--- config.mk ---
export PLATFORM = sky130hd
export DESIGN_NAME = mxn_pipe
export DESIGN_NICKNAME = d
export VERILOG_FILES = /design/src/rtl/mxn_pipe.sv
export SDC_FILE = /design/constraint.sdc
export NUM_CORES = 1
export LEC_CHECK = 0
export CAP_MARGIN = 20
export CORE_AREA = 4 4 115 117
export CTS_BUF_LIST = sky130_fd_sc_hd__clkbuf_2 sky130_fd_sc_hd__clkbuf_4 sky130_fd_sc_hd__clkbuf_8
export CTS_CLUSTER_SIZE = 40
export DETAILED_ROUTE_END_ITERATION = 10
export DIE_AREA = 0 0 119 121
export PLACE_DENSITY = 0.84
export SLEW_MARGIN = 20
export SYNTH_ARGS = -nofsm -noshare
export SYNTH_HDL_FRONTEND = slang
export SYNTH_SLANG_ARGS = --single-unit
--- constraint.sdc ---
create_clock -name clk -period 3.9 [get_ports clk]
set_clock_uncertainty 0.15 [all_clocks]
set_input_delay 0.78 -clock clk [delete_from_list [all_inputs] [get_ports clk]]
set_output_delay 0.78 -clock clk [all_outputs]
set_load 0.01 [all_outputs]
--- src/rtl/mxn_pipe.sv ---
// mxn_pipe: registered N:1 word mux with explicit or round-robin select and a valid/ready handshake.
//   Define MXN_PIPE_SKID_EN to add a one-entry skid buffer (registered in_ready).
//   clk, reset_n    : clock, asynchronous active-low reset
//   in_valid/ready  : input beat handshake
//   d               : N lanes of WIDTH bits, lane k = d[k*WIDTH +: WIDTH]
//   sel, mode       : explicit lane select (mode=0) or round-robin scan (mode=1)
//   out_valid/ready : output beat handshake
//   y, y_idx, y_err : selected word, its lane index, index-out-of-range flag
module mxn_pipe #(
  parameter int WIDTH = 32,
  parameter int N = 8,
  parameter int SEL_W = $clog2(N)
) (
  input  logic                 clk,
  input  logic                 reset_n,
  input  logic                 in_valid,
  output logic                 in_ready,
  input  logic [N*WIDTH-1:0]   d,
  input  logic [SEL_W-1:0]     sel,
  input  logic                 mode,
  output logic                 out_valid,
  input  logic                 out_ready,
  output logic [WIDTH-1:0]     y,
  output logic [SEL_W-1:0]     y_idx,
  output logic                 y_err
);
  logic [SEL_W-1:0] rr_ptr, idx;
  logic [WIDTH-1:0] word;
  logic             err, acc;
  assign idx = mode ? rr_ptr : sel;
  assign err = 32'(idx) >= 32'(N);
  assign acc = in_valid && in_ready;
  // an index with no matching lane leaves word at zero
  always_comb begin
    word = '0;
    for (int k = 0; k < N; k++) word = (idx == SEL_W'(k)) ? d[k*WIDTH +: WIDTH] : word;
  end
  always_ff @(posedge clk or negedge reset_n)
    if (!reset_n) rr_ptr <= '0;
    else if (acc && mode) rr_ptr <= (rr_ptr == SEL_W'(N-1)) ? '0 : rr_ptr + 1'b1;
`ifdef MXN_PIPE_SKID_EN
  logic             skid_valid, skid_err;
  logic [WIDTH-1:0] skid_y;
  logic [SEL_W-1:0] skid_idx;
  assign in_ready = !skid_valid;
  // skid fills only while the output is stalled; it always drains before a new accept
  always_ff @(posedge clk or negedge reset_n)
    if (!reset_n) begin
      out_valid  <= 1'b0;
      y          <= '0;
      y_idx      <= '0;
      y_err      <= 1'b0;
      skid_valid <= 1'b0;
      skid_y     <= '0;
      skid_idx   <= '0;
      skid_err   <= 1'b0;
    end else if (skid_valid && out_ready) begin
      y          <= skid_y;
      y_idx      <= skid_idx;
      y_err      <= skid_err;
      skid_valid <= 1'b0;
    end else if (acc && (!out_valid || out_ready)) begin
      out_valid <= 1'b1;
      y         <= word;
      y_idx     <= idx;
      y_err     <= err;
    end else if (acc) begin
      skid_valid <= 1'b1;
      skid_y     <= word;
      skid_idx   <= idx;
      skid_err   <= err;
    end else if (out_ready) out_valid <= 1'b0;
`else
  assign in_ready = !out_valid || out_ready;
  always_ff @(posedge clk or negedge reset_n)
    if (!reset_n) begin
      out_valid <= 1'b0;
      y         <= '0;
      y_idx     <= '0;
      y_err     <= 1'b0;
    end else if (acc) begin
      out_valid <= 1'b1;
      y         <= word;
      y_idx     <= idx;
      y_err     <= err;
    end else if (out_ready) out_valid <= 1'b0;
`endif
endmodule
==> out/qor.yml <==
root_buffer: "clkbuf_8"
end_kind: "register"
max-cap-violations: 0
synth_area_sq_um: 4660
die_w_um: 119
wire_per_inst_um: 21.7
synth_edf_count: 0
min_period_over_period_pct: 78.3
cp.required_ns: 3.94
drc_errors: 0
hp-class: "in2async"
met3_usage_pct: 6.62
drive_above_1_share_pct: 14.7
gp_congestion: 0.888
p_int_mw: 1.82
final_common_cell: "clkdlybuf4s50_1"
grt_use_met1_pct: 34.6
power_density_nw_per_um2: 404
synthFlopType: "dfrtp_1"
critical_path.max_fanout: 30
grt_pass1_wl_mm: 32.9
hold_violations: 0
ff2ff_setup_slack_ns: 1.28
area_delta_synth_final_pct: 68.9
io_buffer_count: 300
ios: 302
worstRegToRegCells: 6
netlist_instances: 553
arrival_ns: 3.09
core_area_sq_um: 12400
outcome: "completed"
ir_drop_uv: 239
grt_setup_unrepaired: "false"
p_comb_share_pct: 65.2
clkSinkCount: 39
start_util_pct: 37.7
fin_cells: 985
fp-row-count: 41
dp_hpwl_mm: 15.5
ys_ff_latch: 39
vias: 5829
viasPerCell: 5.92
fin_ws_ns: 0.846
p_leak_nw: 3.16
crit_path_start_kind: "input pin"
cts_setup_buffers: 0
final_core_util_pct: 63.6
power_switching_mw: 1.36
switching_share_pct: 42.8
met2_usage_pct: 48.4
tightestPinTransition_ns: 1.04
dieArea_sq_um: 14400
period_minus_slack_ns: 3.05
insertion_delay_ns: 0.31
cts-hold-fix-buffers: 0
clk_pin_slew_worst_paths_ns: 0.09
numCtsBuffers: 5
reg2reg_to: "y[9]"
drtIter0Drc: 546
rr_startpoint: "rr_ptr[0]"
post_cts_resized: 0
fillCellCount: 1004
syn_avg_cell_area_sq_um: 8.42
wl_mm: 21.3
synth-async-reset-ratio_pct: 100
synthesis.nets: 819
grt_usage_pct: 28.5
slew_viol_final: 0
synth.distinct_cells: 37
crit_type: "in2reg"
dp.cells: 976
pwr-share-seq_pct: 21.2
grt_pass1_vias: 6300
timing.fmax_mhz: 327
layout.nets: 1077
tns_ns: 0
detail-route-antenna-nets: 0
whs_ns: 0.300
antenna_found_initial: 1
synth_warnings: 0
setup_viol: 0
relSlewSlack_pct: 30.2
overflow: 0
place_ws_ns: 0.526
cts_max_level: 2
clockPowerShare_pct: 13.7
grt_max_degree: 59
ys_seq_area_share_pct: 21.0
top_usage_layer: "met2"
clock_path_buffers: 2
die_height_um: 121
mostFrequentLayoutCells: "clkdlybuf4s50_1 (298), nor2_1 (60), a221oi_2 (49)"
drt_first_pass_iters: 6
cts_tree: "done"
[power by group through the flow]
| stage | clock, mW | sequential (mW) | combinational, mW |
|---|---|---|---|
| 6_report | 0.434 | 0.672 | 2.07 |
| 5_1_grt | 0.454 | 0.691 | 2.21 |
| 4_1_cts | 0.439 | 0.669 | 2.06 |
| 3_3_place_gp | 0 | 0.669 | 2.01 |
| 2_1_floorplan | 0 | 0.705 | 1.16 |
| 3_5_place_dp | 0 | 0.672 | 2.06 |
[routing by layer]
layer	up-vias	share of wire, %
li1	2627	-
met1	2766	39
met2	372	49
met3	64	8.6
met4	0	3.6
met5	-	0
[registers in the layout, indices dropped and copies added (netlist names)]
register,count
out_valid,1
y,32
rr_ptr,3
y_idx,3
[kinds of logic (layout without fill, tap and decap cells)]
logic type / after synthesis / in the layout / share of synthesized area (%)
AOI/OAI and AO/OA: 229 / 229 / 42.3
and+or+nand+nor: 140 / 140 / 16.6
buffers and inverters: 98 / 357 / 9.57
muxes: 44 / 44 / 9.99
DFF: 39 / 39 / 21.0
adders and majority gates: 2 / 2 / 0.537
other: 1 / 2 / 0.0805
[critical path, stage by stage]
cell and delay (ns):
clkdlybuf4s50_1 0.50, buf_4 0.20, mux2_4 0.28, and2_4 0.49, buf_12 0.28, a221oi_2 0.10, a221oi_1 0.35, nor3_2 0.07
[how the worst max path moves through the flow]
| stage | start | end | slack, ns | cells after the start |
|---|---|---|---|---|
| after floorplan | mode | y[12] | 1.39 | 10 |
| after global placement | sel[2] | y[7] | 0.59 | 6 |
| after detailed placement | sel[0] | y[7] | 0.53 | 8 |
| after CTS | sel[0] | y[7] | 0.86 | 8 |
| after global routing | sel[0] | y[9] | 0.73 | 8 |
| final | sel[0] | y[9] | 0.85 | 8 |
[per-stage QoR]
| step | area [sq um] | total power, mW |
|---|---|---|
| floorplan | 4660 | 1.86 |
| global placement | 7720 | 2.68 |
| detailed placement | 7720 | 2.73 |
| CTS | 7860 | 3.17 |
| global route | 7870 | 3.36 |
| finish | 7870 | 3.18 |
[cell usage after synthesis (2+ instances only)]
master / number / area, sq um
ha_1: 2 / 25.0
nor3_2: 28 / 280
buf_1: 5 / 18.8
o221ai_1: 3 / 26.3
clkbuf_1: 41 / 154
nand2b_1: 2 / 12.5
buf_6: 8 / 90.1
dfrtp_1: 39 / 976
o2bb2ai_1: 29 / 254
mux2i_1: 36 / 360
inv_1: 32 / 120
a21oi_1: 32 / 160
nand2_1: 8 / 30.0
mux2_2: 6 / 67.6
a221oi_2: 49 / 736
a221o_1: 3 / 30.0
a221oi_1: 9 / 78.8
nor2_1: 61 / 229
a21o_1: 30 / 225
nor3_1: 35 / 175
o21ai_0: 41 / 205
a211oi_1: 29 / 218
buf_2: 11 / 55.1
[layout make-up]
type | instances | area, sq um | share of cell area [%]
diodes | 1 | 2.50 | 0.0318
clock buffers | 5 | 68.8 | 0.875
clock inverters | 3 | 67.6 | 0.859
inverters | 32 | 120 | 1.53
multi-input cells | 416 | 3260 | 41.5
flip-flops and latches | 39 | 976 | 12.4
well taps | 172 | 215 | 2.74
repair buffers | 317 | 3150 | 40.1
(Power assumes the default switching activity.)
